## src/rtl/uart_emitter.sv

```systemverilog
// 8N1 UART transmitter: accepts one byte on a valid/ready handshake and
// serialises it with DIV = clk_freq_hz / baud_rate clock cycles per bit.
module uart_emitter #(
  parameter int unsigned clk_freq_hz = 12000000,
  parameter int unsigned baud_rate   = 115200
) (
  input  logic       i_clk,
  input  logic       i_rstn,
  input  logic [7:0] i_data,
  input  logic       i_valid,
  output logic       o_ready,
  output logic       o_uart_tx
);

  localparam int unsigned DIV   = clk_freq_hz / baud_rate;
  localparam int unsigned CNT_W = (DIV < 2) ? 1 : $clog2(DIV);
  localparam logic [CNT_W-1:0] CNT_LAST = CNT_W'(DIV - 1);

  generate
    if (DIV < 2) begin : g_div_check
      $error("uart_emitter: clk_freq_hz / baud_rate must be at least 2");
    end
  endgenerate

  typedef enum logic [1:0] {
    IDLE  = 2'd0,
    START = 2'd1,
    DATA  = 2'd2,
    STOP  = 2'd3
  } state_t;

  state_t           state, state_n;
  logic [CNT_W-1:0] cnt, cnt_n;
  logic [2:0]       idx, idx_n;
  logic [7:0]       sh, sh_n;
  logic             tx, tx_n;
  logic             wrap;

  assign wrap      = (cnt == CNT_LAST);
  assign o_ready   = (state == IDLE);
  assign o_uart_tx = tx;

  always_ff @(posedge i_clk or negedge i_rstn) begin
    if (!i_rstn) begin
      state <= IDLE;
      cnt   <= '0;
      idx   <= '0;
      sh    <= '0;
      tx    <= 1'b1;
    end else begin
      state <= state_n;
      cnt   <= cnt_n;
      idx   <= idx_n;
      sh    <= sh_n;
      tx    <= tx_n;
    end
  end

  // The line flop is loaded with the value of the bit that begins on this edge,
  // so the start bit appears on the acceptance edge itself.
  always_comb begin
    state_n = state;
    cnt_n   = cnt;
    idx_n   = idx;
    sh_n    = sh;
    tx_n    = tx;
    case (state)
      IDLE: begin
        cnt_n = '0;
        idx_n = '0;
        tx_n  = 1'b1;
        if (i_valid) begin
          state_n = START;
          sh_n    = i_data;
          tx_n    = 1'b0;
        end
      end
      START: begin
        if (wrap) begin
          cnt_n   = '0;
          idx_n   = '0;
          state_n = DATA;
          tx_n    = sh[0];
        end else begin
          cnt_n = cnt + 1'b1;
        end
      end
      DATA: begin
        if (wrap) begin
          cnt_n = '0;
          if (idx == 3'd7) begin
            state_n = STOP;
            tx_n    = 1'b1;
          end else begin
            idx_n = idx + 3'd1;
            sh_n  = {1'b0, sh[7:1]};
            tx_n  = sh[1];
          end
        end else begin
          cnt_n = cnt + 1'b1;
        end
      end
      STOP: begin
        if (wrap) begin
          cnt_n   = '0;
          idx_n   = '0;
          state_n = IDLE;
        end else begin
          cnt_n = cnt + 1'b1;
        end
      end
      default: begin
        state_n = IDLE;
        cnt_n   = '0;
        idx_n   = '0;
        tx_n    = 1'b1;
      end
    endcase
  end

endmodule

```

## config.mk

```make
export PLATFORM = sky130hd
export DESIGN_NAME = uart_emitter
export DESIGN_NICKNAME = d
export VERILOG_FILES = /design/src/rtl/uart_emitter.sv
export SDC_FILE = /design/constraint.sdc
export NUM_CORES = 1
export LEC_CHECK = 0
export ABC_AREA = 1
export ABC_CLOCK_PERIOD_IN_PS = 5000
export CAP_MARGIN = 20
export CORE_UTILIZATION = 59
export DETAILED_ROUTE_END_ITERATION = 6
export HOLD_SLACK_MARGIN = 0.1
export PLACE_DENSITY = 0.8
export SLEW_MARGIN = 20
export SYNTH_ARGS = -nofsm -noshare
export SYNTH_HDL_FRONTEND = slang
export SYNTH_SLANG_ARGS = --single-unit
```

## constraint.sdc

```tcl
create_clock -name i_clk -period 5 [get_ports i_clk]
set_clock_uncertainty 0.15 [all_clocks]
set_input_delay 0.5 -clock i_clk [delete_from_list [all_inputs] [get_ports i_clk]]
set_output_delay 0.5 -clock i_clk [all_outputs]
set_load 0.1 [all_outputs]
```

Yosys cells after proc, flatten, opt, wreduce, memory -nomap -nowiden
Index checks and enable logic that the tools add are counted.
{"block": "totals", "ff_bits": 21, "in_bits": 11, "out_inout_bits": 2, "elab_cells": 49}
{"block": "classes", "n_addsub": 2, "eq_ne": 12, "muxes": 21, "n_reduce_logical": 9}
{"operator": "$mux W8", "count": 3}
{"operator": "$pmux W8 S2", "count": 1}
{"operator": "$pmux W7 S2", "count": 1}
{"operator": "$ne A2 B2 Y1 const B", "count": 6}
{"operator": "$mux W2", "count": 5}
{"operator": "$mux W3", "count": 3}
{"operator": "$pmux W3 S3", "count": 1}
{"operator": "$pmux W2 S4", "count": 1}
{"operator": "$add A7 B1 Y7 const B", "count": 1}
{"operator": "$eq A7 B7 Y1 const B", "count": 1}
{"operator": "$mux W7", "count": 1}
{"operator": "$reduce_and A3 Y1", "count": 2}
{"operator": "$reduce_and A5 Y1", "count": 1}
{"operator": "$eq A2 B2 Y1 const B", "count": 2}
{"operator": "$mux W1", "count": 4}
{"operator": "$reduce_and A4 Y1", "count": 1}
{"operator": "$add A3 B1 Y3 const B", "count": 1}
{"operator": "$eq A3 B3 Y1 const B", "count": 1}
{"operator": "$pmux W1 S3", "count": 1}
{"operator": "$reduce_bool A3 Y1", "count": 1}
{"operator": "$reduce_or A3 Y1", "count": 1}
{"operator": "$eq A2 B1 Y1 const B", "count": 1}
{"operator": "$logic_not A2 Y1", "count": 1}
{"operator": "$ne A2 B1 Y1 const B", "count": 1}
{"operator": "other kinds (2)", "count": 2}

Depth between registers and ports, before layout
Gate-level depths: netlist (run 1).
{"block": "depth", "word_depth": 4, "ltp_mapped": 9, "mapped_depth_nobuf": 8}

Worst setup path after synthesis (run 1)
OpenSTA, ideal clock, no wires.
{"block": "synth_path", "path_type": "flip-flop to flip-flop", "startpoint": "reg state[0]", "endpoint": "reg sh[0]", "setup_time_ps": 116, "t_arrival_ps": 1998, "required_ps": 4734, "setup_slack_ps": 2735, "path_stages_with_launch": 8, "n_path_buf": 0, "cell_sequence": "dfrtp_1 > inv_1 > ha_1 > nor2_1 > nor2_4 > nand2_4 > nand2_1 > nand2_1"}
{"block": "synth_between", "elab_chain_len": 3, "word_cells_on_any_way": 8}
{"element": "start, declared", "line_no": "32", "rtl": "state_t state, state_n;"}
{"element": "start signal, assigned", "line_no": "51", "rtl": "state <= state_n;"}
{"element": "$logic_not A2 Y1 (*)"}
{"element": "named net o_ready", "line_no": "11", "rtl": "output logic o_ready,"}
{"element": "$ne A2 B2 Y1 (no line) / $reduce_bool A2 Y1 (equally long branches)"}
{"element": "$reduce_and A4 Y1 (no line)"}
{"element": "end signal, assigned", "line_no": "54", "rtl": "sh <= sh_n;"}
{"element": "end, declared", "line_no": "35", "rtl": "logic [7:0] sh, sh_n;"}
Mark *: on every way through the listed nets, which the timed path passes. The rest lies on a longest branch.
A chain may end at the register's enable or synchronous reset.

Worst setup path in the final report (run 1)
{"block": "layout_path", "startpoint": "reg state[1]", "endpoint": "out o_ready"}
{"block": "layout_between", "elab_chain_len": 1}
{"element": "$logic_not A2 Y1", "line_no": "40", "rtl": "assign o_ready = (state == IDLE);"}
{"element": "end, declared", "line_no": "11"}
Every way passes these cells.

==> results of run 1 <==
==> per-layer routing <==
layer / GRT usage / vias up
li1: - / 524
met1: 0.288 / 493
met2: 0.427 / 24
met3: 0.0226 / 0
met4: 0.0833 / 0
met5: 0 / -
==> tightest hold or removal path, stage by stage, from the launching register on <==
cell,delay [ps]
sky130_fd_sc_hd__dfrtp_1,360
sky130_fd_sc_hd__nand2_1,50
sky130_fd_sc_hd__nand2_1,50
==> where the power goes <==
| part | internal (uW) | switching (uW) | leakage (uW) |
|---|---|---|---|
| Clock | 31.1 | 49.3 | 0.0000150 |
| Combinational | 156 | 329 | 0.000476 |
| Sequential | 235 | 42.3 | 0.000270 |
| Total | 422 | 421 | 0.000761 |
==> metrics by stage <==
| step | worst slack, ps | power, uW | util | instance area, um^2 |
|---|---|---|---|---|
| 3_3_place_gp | 2490 | 743 | 0.700 | 1370 |
| 5_1_grt | 1990 | 916 | 0.714 | 1400 |
| 2_1_floorplan | 2740 | 667 | - | 1230 |
| 3_5_place_dp | 2430 | 766 | 0.700 | 1370 |
| 4_1_cts | 2070 | 847 | 0.714 | 1400 |
| 6_report | 2090 | 843 | 0.714 | 1400 |
==> sequential cells by signal, summed over array words and instances, names as in the netlist <==
register   flops
sh             8
o_uart_tx      1
state          2
cnt            7
idx            3
==> how the worst max path moves through the flow <==
stage	start	to	slack (ps)	cells after the start
after CTS	state[1]	o_ready	2070	3
after floorplan	state[0]	sh[0]	2740	7
after detailed placement	state[1]	o_ready	2430	3
after global routing	state[1]	o_ready	1990	3
after global placement	state[0]	o_ready	2490	3
final	state[1]	o_ready	2090	3
==> logic make-up (layout without fill, tap and decap cells) <==
family | Yosys count | in the layout | share of synthesized area
AOI/OAI and AO/OA | 4 | 4 | 0.0163
adders and majority gates | 7 | 7 | 0.0711
buffers and inverters | 16 | 31 | 0.0549
DFF | 21 | 21 | 0.428
xor gates and xnor gates | 2 | 2 | 0.0142
and+or+nand+nor | 110 | 110 | 0.416
==> layout make-up <==
class	count	area (um^2)	share of cell area
Clock buffer	4	26.3	0.0188
Inverter	15	56.3	0.0402
Sequential cell	21	527	0.376
Tap cell	27	33.8	0.0241
Multi-Input combinational cell	123	637	0.455
Timing Repair Buffer	12	120	0.0858
==> cells in the mapped netlist <==
master | n | area (um^2)
sky130_fd_sc_hd__a21oi_1 | 2 | 10.0
sky130_fd_sc_hd__buf_6 | 1 | 11.3
sky130_fd_sc_hd__nand4_1 | 1 | 6.26
sky130_fd_sc_hd__inv_1 | 14 | 52.6
sky130_fd_sc_hd__inv_2 | 1 | 3.75
sky130_fd_sc_hd__dfrtp_1 | 20 | 500
sky130_fd_sc_hd__dfstp_2 | 1 | 26.3
sky130_fd_sc_hd__o21ai_0 | 2 | 10.0
sky130_fd_sc_hd__nor2_2 | 1 | 6.26
sky130_fd_sc_hd__ha_1 | 7 | 87.6
sky130_fd_sc_hd__nand3b_1 | 1 | 7.51
sky130_fd_sc_hd__nor2_1 | 13 | 48.8
sky130_fd_sc_hd__nand3_1 | 17 | 85.1
sky130_fd_sc_hd__nand2_2 | 3 | 18.8
sky130_fd_sc_hd__nand2_4 | 3 | 33.8
sky130_fd_sc_hd__nand2_8 | 1 | 20.0
sky130_fd_sc_hd__nor2_4 | 3 | 33.8
sky130_fd_sc_hd__nand2_1 | 67 | 251
sky130_fd_sc_hd__xor2_1 | 2 | 17.5
==> impl_summary.md, run 1 <==
Timing
The number of slew-limit violations in the final report is 0. Adding up every negative setup slack in the final design gives 0 ps. Setup violations remaining at the end of the flow were counted as 0. Setup repair after global routing left no endpoint under its margin. The transition time at the pin with the least slew margin is approximately 960 ps.

The tightest hold margin is roughly 330 ps. Based on the critical path, the design can be clocked at up to roughly 340 MHz. The number of hold-slack violations in the final timing report is 0. The part of the cycle the worst path needs is 0.583. Subtracting the final worst setup slack from the clock period gives ~3000 ps. The worst pin sits at a relative slew slack of 0.360.

Finish
After the flow finishes, the layout carries non-filler instances totaling between 200 and 250. The library cell used most frequently in the layout, excluding fill and tap cells, is sky130_fd_sc_hd__nand2_1. In the final layout, the share of cells above drive strength 1 is 0.0914. Leaving out fill and tap cells, the most frequent cells in the layout are sky130_fd_sc_hd__nand2_1, sky130_fd_sc_hd__dfrtp_1, sky130_fd_sc_hd__nand3_1. The total of fill cells in the finished design is 178. The net total in the final layout is around 190. 0 antenna diodes ended up in the layout.

Compared with the post-synthesis result, the final layout area differs by 13.7%.

Drt
Detailed routing placed a total of around 66 um of wire on met3. The met2 layer wire length in the routed design is roughly 1200 um. The detailed-route via count is 1,041. In this run the remaining antenna-violating nets after routing total 0. The DRC violation total after the first TritonRoute iteration is 31. The final routed wirelength across all metal layers is roughly 2200 um.

Dividing the detail-routed wire length by the instance count gives 11.1 um. For this block, wires on met1 add up to between 1000 and 1500 um. After detailed routing, the number of remaining DRC violations is 0. The first detailed-routing pass ran for 4 iterations. The highest layer touched by signal routing is met3. After detailed routing, the number of vias per cell comes to 5.15.

GRT
The number of antenna violations at the first check in global routing is 0. The first global-routing pass estimated 3700 um of wire. Entering global routing, the biggest net connects 22 pins.

The combined global-route utilization of all metal layers is 0.235. The number of global-route vias before repair was 907. The total congestion overflow is 0.

Clocking
Gates resized during post-CTS repair numbered 0. The clock insertion delay at the later pin of the skew report is about 300 ps. CTS built an H-tree with a depth of 1. TritonCTS built the clock tree. The root buffer cell is sky130_fd_sc_hd__clkbuf_4. Clock tree synthesis inserted a total of 3 buffers.

The clock-pin slew of the registers on the worst-case setup and hold paths is 110 ps. The TritonCTS sink count is 21. The number of buffers between clock root and the deepest sink is 2. Post-CTS timing repair inserted 0 buffers for setup. The hold buffer count at cts is 0.

Synth
The synthesis-stage register bit count is 21. During synthesis, Yosys emitted a total of 0 warnings. The synthesized cell area is 1230 um^2. The net count after synthesis is about 180. The distinct cell type count of the synthesized netlist is 19. Of the synthesized area, sequential elements account for 0.428. The gate count after technology mapping is 160. The synthesized area per cell is 7.69 um^2.

Power
The power per cell area is about 600 nW/um^2. The leakage power of the design is 0.000761 uW. VDD sags by at most between 0.3 and 0.4 mV.

Placed design
Detailed placement ended at an HPWL of roughly 1700 um. Input and output buffers added on the ports amount to 12. The number of instances in the placed design is between 150 and 200. The final estimated routing congestion in global placement is approximately 0.76.

Worst setup path
The master of the slowest instance on the critical path is sky130_fd_sc_hd__clkdlybuf4s50_1. The critical path contains buffers and inverters numbering 2 combined. The critical path class is reg2out.

The cell family contributing the most delay on the critical path is buffers and inverters. Of all nets on the critical path, the largest fanout is 6. In this design, the stage delay of the slowest critical-path cell is 1170 ps. The category of the worst setup path capture point is an output port.

STA puts the critical path data required time at roughly 4400 ps. The startpoint of the lowest-slack register-to-register path is state[0]. Setup slack on the worst reg-to-reg path comes out at a little under 3000 ps. The sort of element at the start of the critical path is a flip-flop. The cell count of the worst reg-to-reg path is 7. The data arrival time of the worst path is 2260 ps. The signal on the critical path passes through inv_1 -> ha_1 -> clkdlybuf4s50_1. The end of the worst register-to-register path is sh[2].

Floorplanning
The starting density of the core is 0.628. The overall die area is 2270 um^2. The die is between 40 and 50 um wide. The floorplan step set the die height to approximately 48 um. The floorplan has 16 rows. During I/O placement, the number of pins put on the boundary was 13. The placeable core area is between 1500 and 2000 um^2.

Min path
The origin of the worst min-delay path is sh[1]. In this run the worst hold path is classified as reg2reg. The cell count of the worst hold path is 2. The path with the worst hold slack has its endpoint at sh[1].

Run status
The run finished with clean final reports.

Job
The total of max-cap violations is 0.
Power figures use the tool's default switching activity.
==> run 2, diff against run 1 <==
- ABC_CLOCK_PERIOD_IN_PS: 5000 -> 2950
- CORE_UTILIZATION: 59 -> 55
- PLACE_DENSITY: 0.8 -> 0.75
- clock period: 5 -> 2.95 ns (I/O delays scaled with it)
==> impl_summary.md, run 2 (synthesis gave the netlist of run 1 again) <==
Run status
Status: finished, final reports clean (unchanged).

Finish
The share of post-route cells with drive strength above 1 was 0.109 (was 0.0914). Most frequent cells in the layout: sky130_fd_sc_hd__nand2_1, sky130_fd_sc_hd__dfrtp_1, sky130_fd_sc_hd__nand3_1 (unchanged). The total of fill cells in the finished design is 174 (was 178). The combined area of the multi-input logic cells is 637 um^2 (unchanged). The most common library cell in the layout ignoring fill and taps is sky130_fd_sc_hd__nand2_1 (unchanged). The flip-flop count of the largest register after layout was 8 (unchanged).

The register containing the most flip-flops in the final layout is sh (unchanged). The antenna diode count was 0 (unchanged). Registers with the most flip-flops: sh x8, cnt x7, idx x3 (unchanged). The area growth from synthesis to final layout came to 13.4% (was 13.7%). The register area came to 527 um^2 (unchanged). The net total in the final layout was 194 (unchanged).

Power
The net switching component of the power is 715 uW (was 421 uW). The power per cell area is 1020 nW/um^2 (was 602 nW/um^2). The internal power component was 710 uW (was 422 uW). The post-route total power was 1430 uW (was 843 uW). The relative contribution of the clock network to total power is 0.100 (was 0.095). The fraction of power spent switching nets is 0.502 (was 0.499). The leakage power of the design came to 0.000766 uW (was 0.000761 uW). The maximum ir drop on the vdd rail is 0.563 mV (was 0.391 mV).

The part of the power in combinational logic is 0.567 (was 0.575). The sequential share of power is 0.333 (was 0.329).

Timing
The tightest hold margin is 317 ps (was 335 ps). The transition time at the pin with the least slew margin came to 895 ps (was 957 ps). The relative max-transition margin is 0.401 (was 0.360). The number of hold-slack violations in the final timing report is 0 (unchanged). The final sum of negative setup slack is 0 ps (unchanged). The clock period could shrink to around 2000 ps. The part of the cycle the worst path needs is 0.693. The number of slew-limit violations in the final report is 0 (unchanged). The total of endpoints with negative setup slack in the final report is 0 (unchanged). The upper clock frequency limit is ~500 MHz.

Unrepaired setup endpoints after global routing: false (unchanged).

Placed design
The HPWL reported at the end of detailed placement is 1760 um (was 1740 um). The count of buffers from port buffering is 12 (unchanged). The final estimated routing congestion in global placement is 0.820 (was 0.764).

Floorplanning
The vertical die dimension came to 49.3 um (was 47.7 um). The placeable core area is 2040 um^2 (was 1960 um^2). The width of the die was 49.3 um (was 47.7 um). The overall die area was 2430 um^2 (was 2270 um^2). The total I/O pin count is 13 (unchanged). The number of placement rows is 16 (unchanged). The starting density of the core is 0.603 (was 0.628).

Clocking
The clock-pin slew of the registers on the worst-case setup and hold paths is 120 ps (was 110 ps). The hold buffer count at cts is 0 (unchanged). The root buffer cell is sky130_fd_sc_hd__clkbuf_4 (unchanged). The CTS tree is done (unchanged). The TritonCTS sink count is 21 (unchanged). The number of buffers between clock root and the deepest sink is 2 (unchanged). The clock insertion delay at the later pin of the skew report is 320 ps (was 300 ps). The number of buffers created by CTS is 3 (unchanged). The number of post-CTS setup repair buffers is 0 (unchanged). The number of instances resized during post-cts repair is 0 (unchanged). The number of levels the H-tree was split into came to 1 (unchanged).

Drt
The DRC violations left came to 0 (unchanged). The via density per instance is 4.87 (was 5.15). The DRC violation total after the first TritonRoute iteration is 26 (was 31). The detailed-route wire length per cell was 11.2 um (was 11.1 um).

The final routed wirelength across all metal layers was 2260 um (was 2250 um). The number of detailed-route iterations in the first pass is 4 (unchanged). The detailed-route via count came to 984 (was 1,041). The number of nets with antenna violations after detailed routing was 0 (unchanged).

GRT
The largest net degree at the start of global routing was 22 (unchanged). The number of antenna violations at the first check in global routing is 0 (unchanged). The number of global-route vias before repair is 948 (was 907).

The first-pass GRT wire length is 4060 um (was 3700 um). The total congestion overflow is 0 (unchanged). The combined global-route utilization of all metal layers was 0.219 (was 0.235).

Worst setup path
The data arrival time of the worst path is 2100 ps (was 2260 ps). The worst endpoint required time is 3010 ps (was 4350 ps). The critical path class was reg2reg (was reg2out). The category of the worst setup path capture point is a flip-flop (was output port). The worst-path maximum fanout is 13 (was 6). The sort of element at the start of the critical path is a flip-flop (unchanged).

Job
The total of max-cap violations was 0 (unchanged).

Min path
The type of the worst min-delay path was in2async (was reg2reg).
## run 2: cell types whose count changed in the layout (fill, tap and decap cells not counted), sizes merged
cell	previous run	this run
buf	0	2
clkdlybuf4s50	12	10
clkbuf	4	3
clkinv	0	1
## run 2: metal layers
metal	routed length, um	track usage	part of all wire	vias to the layer above
met5	0	0	0	-
met2	961	0.306	0.43	16
met3	64	0.0374	0.028	3
met1	1200	0.338	0.53	438
met4	36	0.0735	0.016	0
li1	-	-	-	527
## run 2: metrics by stage
step	setup slack [ps]	cell area, um^2	util	cells
after detailed placement	936	1370	0.670	198
after global routing	739	1400	0.684	202
after CTS	915	1400	0.684	202
final	905	1400	0.684	202
after global placement	1010	1370	0.670	198
after floorplan	685	1230	-	160
## run 2: power groups by stage
| stage | registers, uW | logic [uW] | clock network (uW) |
|---|---|---|---|
| after floorplan | 509 | 621 | 0 |
| after detailed placement | 481 | 809 | 0 |
| after global routing | 487 | 922 | 158 |
| after global placement | 479 | 787 | 0 |
| final | 475 | 808 | 142 |
| after CTS | 475 | 813 | 148 |
## run 2: cell type report
type | count | area share
clock buffer | 3 | 0.0161
clock inverter | 1 | 0.00358
inverter | 15 | 0.0403
multi-input combinational | 123 | 0.456
sequential | 21 | 0.377
tap | 27 | 0.0242
timing repair buffer | 12 | 0.0824
## run 2: critical path: stages (launching register included)
cell and delay (ps):
sky130_fd_sc_hd__dfrtp_1 430, sky130_fd_sc_hd__inv_1 90, sky130_fd_sc_hd__ha_1 580, sky130_fd_sc_hd__nor2_1 180, sky130_fd_sc_hd__nor2_4 260, sky130_fd_sc_hd__nand2_4 120, sky130_fd_sc_hd__nand2_1 70, sky130_fd_sc_hd__nand2_1 60
## run 2: worst paths after layout
check                           startpoint  endpoint  slack [ps]  cells after the start
worst max-delay path              state[0]     sh[4]         910                      7
worst min-delay path                i_rstn    cnt[4]         320                      1
worst max register to register    state[0]     sh[4]         910                      7
worst min register to register       sh[5]     sh[5]         340                      2
max in group asynchronous           i_rstn     sh[2]        1780                      1
min in group i_clk                   sh[5]     sh[5]         340                      2
